<file path="src/rtl/harpoon_shot_pkg.sv">
// Shared game definitions for the harpoon projectile and its consumers
// (ball-collision logic, pixel mux).
//   GAME_FIRE_KEY  : HID keycode that launches a harpoon (space bar)
//   GAME_TOP_Y     : ceiling Y; no harpoon tip ever goes above it
//   SCREEN_W/H     : visible screen bounds in pixels
//   harpoon_state_t: harpoon FSM states, shared so collision logic can decode them
package harpoon_shot_pkg;

  localparam logic [7:0] GAME_FIRE_KEY = 8'h2C;
  localparam int         GAME_TOP_Y    = 10;
  localparam int         SCREEN_W      = 640;
  localparam int         SCREEN_H      = 480;

  typedef enum logic [1:0] {
    HS_IDLE  = 2'd0,
    HS_RISE  = 2'd1,
    HS_STICK = 2'd2,
    HS_COOL  = 2'd3
  } harpoon_state_t;

endpackage

</file>
<file path="src/rtl/harpoon_shot_if.sv">
// Harpoon line report bus between the harpoon stage and the ball-collision logic.
//   HarpoonX       : left edge X of the harpoon line
//   HarpoonTipY    : current tip Y
//   HarpoonBaseY   : base Y, latched at launch
//   harpoon_active : harpoon is rising or stuck at the ceiling
//   ball_hit       : collision logic reports the harpoon touched a ball this frame
// master = harpoon stage, slave = collision logic.
interface harpoon_shot_if;
  import harpoon_shot_pkg::*;

  logic [9:0] HarpoonX;
  logic [9:0] HarpoonTipY;
  logic [9:0] HarpoonBaseY;
  logic       harpoon_active;
  logic       ball_hit;

  modport master (
    output HarpoonX, HarpoonTipY, HarpoonBaseY, harpoon_active,
    input  ball_hit
  );

  modport slave (
    input  HarpoonX, HarpoonTipY, HarpoonBaseY, harpoon_active,
    output ball_hit
  );

endinterface

</file>
<file path="src/rtl/harpoon_shot_key_edge_detect.sv">
// Fire-key edge detector.
// ORs the fire-key match across all four keyboard slots and produces a one-frame
// fire pulse on the frame where the key first appears. key_prev tracks the key
// every frame regardless of what the consumer is doing, so a key held through
// a whole shot never produces a late launch.
//   frame_clk : frame-rate clock
//   Reset     : asynchronous, active-low
//   keycode*  : current key slots
//   fire      : high for the single frame where the fire key becomes pressed
module key_edge_detect
  import harpoon_shot_pkg::*;
#(
  parameter logic [7:0] FIRE_KEY = GAME_FIRE_KEY
) (
  input  logic       frame_clk,
  input  logic       Reset,
  input  logic [7:0] keycode,
  input  logic [7:0] keycode2,
  input  logic [7:0] keycode3,
  input  logic [7:0] keycode4,
  output logic       fire
);

  logic key_now;
  logic key_prev;

  assign key_now = (keycode  == FIRE_KEY) || (keycode2 == FIRE_KEY) ||
                   (keycode3 == FIRE_KEY) || (keycode4 == FIRE_KEY);

  always_ff @(posedge frame_clk or negedge Reset) begin
    if (!Reset) key_prev <= 1'b0;
    else        key_prev <= key_now;
  end

  assign fire = key_now && !key_prev;

endmodule

</file>
<file path="src/rtl/harpoon_shot.sv">
// Harpoon projectile stage.
// Launches one vertical harpoon per fire-key press from the player's position,
// raises its tip SPEED pixels per frame until it reaches the ceiling, holds it
// there for HOLD_FRAMES frames, then blocks re-fire for COOL_FRAMES frames.
// A ball hit during flight/hold retracts it straight into the cooldown.
//   frame_clk, Reset          : frame clock, asynchronous active-low reset
//   keycode..keycode4         : keyboard slots
//   PlayerX/PlayerY/PlayerS   : player origin and height
//   game_on, collision        : game not running / player death force IDLE
//   DrawX, DrawY              : current VGA pixel
//   hbus (master)             : harpoon line report, ball_hit input
//   harpoon_on, Red/Green/Blue: per-pixel harpoon membership and colour
module harpoon_shot
  import harpoon_shot_pkg::*;
#(
  parameter logic [7:0] FIRE_KEY    = GAME_FIRE_KEY,
  parameter int         SPEED       = 4,
  parameter int         TOP_Y       = GAME_TOP_Y,
  parameter int         HOLD_FRAMES = 30,
  parameter int         COOL_FRAMES = 8,
  parameter int         WIDTH       = 3,
  parameter int         X_OFFSET    = 21
) (
  input  logic              frame_clk,
  input  logic              Reset,
  input  logic [7:0]        keycode,
  input  logic [7:0]        keycode2,
  input  logic [7:0]        keycode3,
  input  logic [7:0]        keycode4,
  input  logic [9:0]        PlayerX,
  input  logic [9:0]        PlayerY,
  input  logic [9:0]        PlayerS,
  input  logic [1:0]        game_on,
  input  logic              collision,
  input  logic [9:0]        DrawX,
  input  logic [9:0]        DrawY,
  harpoon_shot_if.master    hbus,
  output logic              harpoon_on,
  output logic [3:0]        Red,
  output logic [3:0]        Green,
  output logic [3:0]        Blue
);

  localparam logic [9:0] TOP_Y_V      = 10'(TOP_Y);
  localparam logic [9:0] SPEED_V      = 10'(SPEED);
  localparam logic [9:0] RISE_LIMIT   = 10'(TOP_Y + SPEED);
  localparam logic [9:0] WIDTH_V      = 10'(WIDTH);
  localparam logic [9:0] X_OFFSET_V   = 10'(X_OFFSET);
  localparam logic [5:0] HOLD_LOAD    = 6'(HOLD_FRAMES - 1);
  localparam logic [5:0] COOL_LOAD    = 6'(COOL_FRAMES - 1);

  harpoon_state_t state;
  logic [5:0]     cnt;
  logic [9:0]     x_q;
  logic [9:0]     tip_q;
  logic [9:0]     base_q;
  logic           active_q;
  logic           fire;
  logic           force_idle;
  logic           in_flight;
  logic [9:0]     x_end;

  key_edge_detect #(
    .FIRE_KEY (FIRE_KEY)
  ) u_key_edge (
    .frame_clk (frame_clk),
    .Reset     (Reset),
    .keycode   (keycode),
    .keycode2  (keycode2),
    .keycode3  (keycode3),
    .keycode4  (keycode4),
    .fire      (fire)
  );

  assign force_idle = (game_on == 2'd0) || collision;
  assign in_flight  = (state == HS_RISE) || (state == HS_STICK);

  always_ff @(posedge frame_clk or negedge Reset) begin
    if (!Reset) begin
      state    <= HS_IDLE;
      cnt      <= 6'd0;
      x_q      <= 10'd0;
      tip_q    <= 10'd0;
      base_q   <= 10'd0;
      active_q <= 1'b0;
    end else if (force_idle) begin
      state    <= HS_IDLE;
      cnt      <= 6'd0;
      tip_q    <= base_q;
      active_q <= 1'b0;
    end else if (hbus.ball_hit && in_flight) begin
      // Retract the line immediately and go straight into the re-fire lockout.
      state    <= HS_COOL;
      cnt      <= COOL_LOAD;
      tip_q    <= base_q;
      active_q <= 1'b0;
    end else begin
      case (state)
        HS_IDLE: begin
          if (fire) begin
            x_q      <= PlayerX + X_OFFSET_V;
            base_q   <= PlayerY + PlayerS;
            tip_q    <= PlayerY + PlayerS;
            active_q <= 1'b1;
            state    <= HS_RISE;
          end
        end
        HS_RISE: begin
          // Comparing before subtracting keeps the tip from overshooting the
          // ceiling and from ever wrapping below zero.
          if (tip_q <= RISE_LIMIT) begin
            tip_q <= TOP_Y_V;
            cnt   <= HOLD_LOAD;
            state <= HS_STICK;
          end else begin
            tip_q <= tip_q - SPEED_V;
          end
        end
        HS_STICK: begin
          if (cnt == 6'd0) begin
            cnt      <= COOL_LOAD;
            active_q <= 1'b0;
            state    <= HS_COOL;
          end else begin
            cnt <= cnt - 6'd1;
          end
        end
        HS_COOL: begin
          if (cnt == 6'd0) state <= HS_IDLE;
          else             cnt   <= cnt - 6'd1;
        end
        default: state <= HS_IDLE;
      endcase
    end
  end

  assign hbus.HarpoonX       = x_q;
  assign hbus.HarpoonTipY    = tip_q;
  assign hbus.HarpoonBaseY   = base_q;
  assign hbus.harpoon_active = active_q;

  assign x_end = x_q + WIDTH_V;

  always_comb begin
    harpoon_on = active_q &&
                 (DrawX >= x_q)   && (DrawX < x_end) &&
                 (DrawY >= tip_q) && (DrawY < base_q);
    Red   = harpoon_on ? 4'hC : 4'hF;
    Green = harpoon_on ? 4'hC : 4'hF;
    Blue  = harpoon_on ? 4'hC : 4'hF;
  end

endmodule

</file>
<file path="src/flat_wrapper.sv">
// flat-port wrapper written by rule: the top's interface ports become plain ports
module harpoon_shot_flat import harpoon_shot_pkg::*;
#(
  parameter logic [7:0] FIRE_KEY    = GAME_FIRE_KEY,
  parameter int         SPEED       = 4,
  parameter int         TOP_Y       = GAME_TOP_Y,
  parameter int         HOLD_FRAMES = 30,
  parameter int         COOL_FRAMES = 8,
  parameter int         WIDTH       = 3,
  parameter int         X_OFFSET    = 21
)
  (frame_clk, Reset, keycode, keycode2, keycode3, keycode4, PlayerX, PlayerY, PlayerS, game_on, collision, DrawX, DrawY, harpoon_on, Red, Green, Blue, hbus_HarpoonX, hbus_HarpoonTipY, hbus_HarpoonBaseY, hbus_harpoon_active, hbus_ball_hit);
  harpoon_shot_if hbus_i ();
  input  logic frame_clk;
  input  logic Reset;
  input  logic [7:0] keycode;
  input  logic [7:0] keycode2;
  input  logic [7:0] keycode3;
  input  logic [7:0] keycode4;
  input  logic [9:0] PlayerX;
  input  logic [9:0] PlayerY;
  input  logic [9:0] PlayerS;
  input  logic [1:0] game_on;
  input  logic collision;
  input  logic [9:0] DrawX;
  input  logic [9:0] DrawY;
  output logic harpoon_on;
  output logic [3:0] Red;
  output logic [3:0] Green;
  output logic [3:0] Blue;
  output wire logic [$bits(hbus_i.HarpoonX)-1:0] hbus_HarpoonX;
  output wire logic [$bits(hbus_i.HarpoonTipY)-1:0] hbus_HarpoonTipY;
  output wire logic [$bits(hbus_i.HarpoonBaseY)-1:0] hbus_HarpoonBaseY;
  output wire logic [$bits(hbus_i.harpoon_active)-1:0] hbus_harpoon_active;
  input wire logic [$bits(hbus_i.ball_hit)-1:0] hbus_ball_hit;
  assign hbus_HarpoonX = hbus_i.HarpoonX;
  assign hbus_HarpoonTipY = hbus_i.HarpoonTipY;
  assign hbus_HarpoonBaseY = hbus_i.HarpoonBaseY;
  assign hbus_harpoon_active = hbus_i.harpoon_active;
  assign hbus_i.ball_hit = hbus_ball_hit;
  harpoon_shot #(.FIRE_KEY(FIRE_KEY), .SPEED(SPEED), .TOP_Y(TOP_Y), .HOLD_FRAMES(HOLD_FRAMES), .COOL_FRAMES(COOL_FRAMES), .WIDTH(WIDTH), .X_OFFSET(X_OFFSET)) u_core (.frame_clk(frame_clk), .Reset(Reset), .keycode(keycode), .keycode2(keycode2), .keycode3(keycode3), .keycode4(keycode4), .PlayerX(PlayerX), .PlayerY(PlayerY), .PlayerS(PlayerS), .game_on(game_on), .collision(collision), .DrawX(DrawX), .DrawY(DrawY), .hbus(hbus_i), .harpoon_on(harpoon_on), .Red(Red), .Green(Green), .Blue(Blue));
endmodule
</file>
<file path="config.mk">
export PLATFORM = sky130hd
export DESIGN_NAME = harpoon_shot_flat
export DESIGN_NICKNAME = d
export VERILOG_FILES = /design/src/rtl/harpoon_shot_pkg.sv /design/src/rtl/harpoon_shot_if.sv /design/src/rtl/harpoon_shot_key_edge_detect.sv /design/src/rtl/harpoon_shot.sv /design/src/flat_wrapper.sv
export SDC_FILE = /design/constraint.sdc
export NUM_CORES = 1
export LEC_CHECK = 0
export CORE_ASPECT_RATIO = 0.9
export CORE_MARGIN = 4
export CORE_UTILIZATION = 43
export DETAILED_ROUTE_END_ITERATION = 10
export PLACE_DENSITY = 0.9
export SKIP_CTS_REPAIR_TIMING = 1
export SLEW_MARGIN = 10
export SYNTH_ARGS = -nofsm -noshare
export SYNTH_HDL_FRONTEND = slang
export SYNTH_SLANG_ARGS = --single-unit
</file>
<file path="constraint.sdc">
create_clock -name frame_clk -period 3.5 [get_ports frame_clk]
set_input_delay 0.7 -clock frame_clk [delete_from_list [all_inputs] [get_ports frame_clk]]
set_output_delay 0.7 -clock frame_clk [all_outputs]
set_load 0.01 [all_outputs]
</file>
# == Word level (Yosys, flattened, before mapping) ==
# Index checks and enable logic that the tools add are counted.
# totals
out_inout_bits,44
register_bits,40
in_bits,88
word_cells,78
# op_classes
n_mux,24
addsub,5
magnitude_cmp,5
bitwise_logic,2
n_reduce_logical,23
eq_ne,12
# op_table
cell,count
10-bit 2-to-1 mux,4
"8-bit by 6-bit == test with 1-bit output, second input constant",4
6-bit 2-to-1 mux,5
10-bit >= comparator,2
10-bit < comparator,2
10-bit one-hot mux with 2 select lines,1
6-bit one-hot mux with 3 select lines,1
2-bit 2-to-1 mux,7
10-bit adder,1
"10-bit by 2-bit adder with 10-bit output, second input constant",1
"10-bit by 5-bit adder with 10-bit output, second input constant",1
"10-bit by 4-bit <= comparator with 1-bit output, second input constant",1
"10-bit by 3-bit subtractor with 10-bit output, second input constant",1
"4-bit by 1-bit != test with 1-bit output, second input constant",2
"4-bit by 3-bit != test with 1-bit output, second input constant",2
2-bit one-hot mux with 4 select lines,1
4-bit AND reduction,2
4-bit nonzero test,2
1-bit logical AND,6
6-bit zero test,1
3-bit AND reduction,2
"6-bit by 1-bit subtractor with 6-bit output, second input constant",1
1-bit logical OR,5
5-bit nonzero test,1
other kinds (9),15

# == Logic depth before layout (Yosys ltp) ==
# logic_depth
word_depth,9
mapped_depth,14
ltp_nobuf,13

# == Cells and area by module ==
# A second synthesis with hierarchy kept.
# hier_totals
cells_unflattened,470
area_unflattened_um2,3887.5
# by_module_without_submodules
mod,n_inst,area_each_um2,cells_each,seq_area_each_um2
harpoon_shot,1,3752.3,455,975.9
key_edge_detect,1,135.1,15,25.0

# == Worst setup path before layout ==
# Ideal clock, no wire load.
# synth_path
path_kind,reg-to-output
startpoint,register u_core.x_q[2] (netlist: u_core.hbus.HarpoonX[2])
endpoint,output port Blue[1]
slack_ns,-0.246
stages_incl_launch_ff,15
arrival_ns,3.046
path_buffers,1
path_cell_list,dfrtp_1 > and3_1 > nand2_1 > nor2_1 > o21ai_0 > or3_1 > xnor2_1 > ha_1 > nand2_1 > o21ai_0 > or4_1 > a211oi_1 > nand4_1 > or3_1 > buf_4
# synth_between
elab_chain_len,6
elab_cells_between_ends,8
# synth_lines
item,line,text
start: declaration,harpoon_shot.sv:54,logic [9:0] x_q;
start signal: assignment,harpoon_shot.sv:101,x_q <= PlayerX + X_OFFSET_V;
10-bit by 2-bit adder with 10-bit output / 10-bit >= comparator (equally long branches),"harpoon_shot.sv:142, harpoon_shot.sv:146",
10-bit < comparator / 1-bit logical AND (equally long branches),"harpoon_shot.sv:146, harpoon_shot.sv:145",
1-bit logical AND * (2 in a row),harpoon_shot.sv:146,(DrawX >= x_q) && (DrawX < x_end) &&
1-bit logical AND *,harpoon_shot.sv:147,(DrawY >= tip_q) && (DrawY < base_q);
2-bit 2-to-1 mux *,harpoon_shot.sv:150,Blue = harpoon_on ? 4'hC : 4'hF;
end: declaration,flat_wrapper.sv:30,output logic [3:0] Blue;
# Mark *: on every way between the ends. The rest lies on a longest branch, timed or not.

# == Final worst setup path ==
# layout_path
startpoint,register u_core.x_q[4] (netlist: u_core.hbus.HarpoonX[4])
endpoint,output port Blue[0]
# The elaborated chain is that of the path after synthesis.

==> impl_metrics.py <==
metrics = {
    "outcome": {
        "status": "finished with violations",
        "violations": "setup timing",
    },
    "placed_design": {
        "place_hpwl_um": 10000,
        "gp_congestion": 0.887,
        "dpl_cell_area_um2": 5440,
        "port_buffers": 125,
    },
    "grt": {
        "grt_pass1_wl_um": 19400,
        "grt_max_degree": 41,
        "track_usage": 0.222,
        "grt-ovfl-total": 0,
        "grt_pass1_vias": 4055,
        "antenna_found_initial": 0,
    },
    "sta": {
        "setup_violations": 7,
        "hold_viol": 0,
        "slew_viol_final": 0,
        "setup_tns_ps": -2870,
        "holdWs_ps": 487,
        "worst_clock_skew_ps": 6.23,
        "post-route-period-util": 1.13,
        "slew_headroom": 0.398,
        "worst_pin_slew_ps": 902,
        "period_needed_ps": 3950,
        "layout_setup_ws_ps": -449,
        "rsz0062_at_grt": "yes",
        "fmax_ghz": 0.253,
    },
    "synthesis": {
        "ys_ff_latch": 40,
        "ys_types": 63,
        "syn_avg_cell_area_um2": 8.47,
        "yosysWarnings": 0,
        "syn_area_um2": 3930,
        "synthArstFlopShare": 1.00,
        "synth_edf_count": 0,
        "synth-seq-area-share": 0.255,
        "syn_inst": 464,
        "synth_ff_type": "dfrtp_1",
    },
    "critical_path": {
        "cp_slowest_cell": "or4_1",
        "critical_path_buf_inv_count": 1,
        "slowest_delay_ps": 410,
        "cp_max_fo": 6,
        "start_kind": "flip-flop",
        "path_delay_family": "simple AND/OR/NAND/NOR gates",
        "cp_common_cell": "o21ai_1",
        "cp-end-kind": "output port",
        "arrival_ps": 3250,
        "crit_required_ps": 2800,
        "criticalPathCategory": "reg -> out",
        "crit_chain": "and3_4 > nand2_4 > nor2_1 > o21ai_1 > or3_1 > xnor2_1 > ha_1 > nand2_1 > o21ai_1 > or4_1 > a211oi_2 > nand4_1 > or3_4 > dlymetal6s2s_1",
    },
    "cells_and_area": {
        "final_common_cell": "clkdlybuf4s50_1",
        "syn_to_final_growth_pct": 42.9,
        "diodes": 0,
        "nNetsFinal": 762,
        "mostFrequentLayoutCells": "clkdlybuf4s50_1 (117), ha_1 (59), o21ai_0 (42), inv_1 (39), dfrtp_1 (39)",
        "utilization": 0.643,
        "post_route_cells_drive_above_1_share": 0.111,
        "design_area_um2": 5620,
    },
    "floorplan": {
        "die_y_um": 98.7,
        "core_um2": 8730,
        "rows": 32,
        "die_w_um": 109,
        "start_util": 0.450,
        "dieArea_um2": 10700,
        "pin_count": 132,
    },
    "route": {
        "ant_nets": 0,
        "routedWlPerCell_um": 17.1,
        "drc": 0,
        "wirelength_um": 12500,
        "drt-vias-per-instance": 5.71,
        "vias": 4194,
        "drt_first_iter_violations": 380,
        "dr.pass1.iters": 5,
    },
    "clock_network": {
        "cts.path.max_buffers": 2,
        "cts_buffers": 5,
        "cts.sinks": 40,
        "clk_pin_slew_ps": 80,
        "cts_tree": "yes",
        "clkLatencyLatePin_ps": 300,
        "clock-root-buffer": "clkbuf_8",
        "cts-htree-levels": 2,
    },
    "power_and_ir_drop": {
        "internal-power_mw": 1.69,
        "pwr-share-seq": 0.251,
        "power.switching_mw": 1.36,
        "power.density_nw_per_um2": 543,
        "p_leak_nw": 2.41,
        "swShare": 0.445,
        "clkPwrFrac": 0.124,
        "irDropWorstVdd_uv": 276,
        "power_frac_comb": 0.625,
    },
    "run": {
        "cap_violations": 0,
    },
    "min_path": {
        "hold_class": "reg -> reg",
    },
}
==> worst paths after layout <==
path,startpoint,to,slack (ps),depth (start not counted)
setup reg to reg,u_core.state[0],u_core.cnt[3],1040,8
setup / recovery,u_core.hbus.HarpoonX[4],Blue[0],-450,14
max in group asynchronous,Reset,u_core.hbus.HarpoonX[2],2360,1
hold reg to reg,u_core.cnt[4],u_core.cnt[4],490,1
hold / removal,u_core.cnt[4],u_core.cnt[4],490,1
min in group asynchronous,Reset,u_core.cnt[4],520,1
==> registers in the layout (all words and copies together), names as in the netlist <==
register and flops:
u_core.hbus.harpoon_active 1, u_core.u_key_edge.key_prev 1, u_core.hbus.HarpoonX 10, u_core.hbus.HarpoonTipY 10, u_core.cnt 6, u_core.state 2
u_core.hbus.HarpoonBaseY 10
==> cell usage after synthesis (all sizes together) (3+ instances only) <==
| cell | n | area (um2) |
|---|---|---|
| o22ai | 3 | 18.8 |
| o31ai | 5 | 37.5 |
| a21o | 11 | 82.6 |
| a211oi | 9 | 67.6 |
| o211ai | 3 | 22.5 |
| mux2i | 4 | 40.0 |
| o21a | 4 | 30.0 |
| or3 | 3 | 18.8 |
| clkbuf | 10 | 37.5 |
| nand2b | 6 | 37.5 |
| dfrtp | 40 | 1000 |
| mux2 | 5 | 56.3 |
| nand4 | 11 | 68.8 |
| inv | 39 | 146 |
| buf | 11 | 82.6 |
| o221ai | 3 | 26.3 |
| nor2b | 4 | 25.0 |
| nor2 | 28 | 105 |
| xnor2 | 16 | 140 |
| or4 | 4 | 33.8 |
| nand3 | 6 | 30.0 |
| xor2 | 11 | 96.3 |
| ha | 59 | 738 |
| o21ai | 47 | 250 |
| a22o | 3 | 27.5 |
| a211o | 3 | 26.3 |
| nor4b | 5 | 43.8 |
| nor3 | 9 | 45.0 |
| a21oi | 30 | 161 |
| nand2 | 38 | 143 |
==> through the flow <==
step	worst slack, ps	cells	power, mW
2_1_floorplan	-82.7	469	1.86
3_3_place_gp	-332	720	2.50
3_5_place_dp	-442	720	2.60
4_1_cts	-772	728	2.99
5_1_grt	-548	734	3.26
6_report	-449	734	3.05
==> kinds of logic (layout without fill, tap and decap cells) <==
family,count (synthesis),in the layout,synth area share
mux,9,9,0.0245
buf+inv,60,206,0.0678
fa+ha+maj,60,60,0.193
compound gates,141,141,0.237
flops,40,40,0.255
other cells,1,6,0.000954
xor+xnor,27,27,0.0602
simple gates,126,126,0.162
==> final cells by class <==
cell class	instances	area (um2)
inverters	39	146
clock buffers	6	72.6
fillers	689	3110
flip-flops and latches	40	1000
clock inverters	2	35.0
well taps	119	149
repair buffers	159	1500
multi-input cells	369	2710
==> power groups by stage <==
stage          Sequential (mW)  Clock, mW  Combinational [mW]
3_5_place_dp             0.764          0                1.83
5_1_grt                  0.780      0.400                2.08
3_3_place_gp             0.751          0                1.75
4_1_cts                  0.756      0.379                1.85
2_1_floorplan            0.779          0                1.08
6_report                 0.766      0.377                1.91
==> per-layer routing <==
| layer | GRT usage | share of wire |
|---|---|---|
| met5 | 0 | 0 |
| met3 | 0.0354 | 0.082 |
| met1 | 0.298 | 0.42 |
| met4 | 0.0495 | 0.015 |
| met2 | 0.375 | 0.48 |
Power figures use the tool's default switching activity.
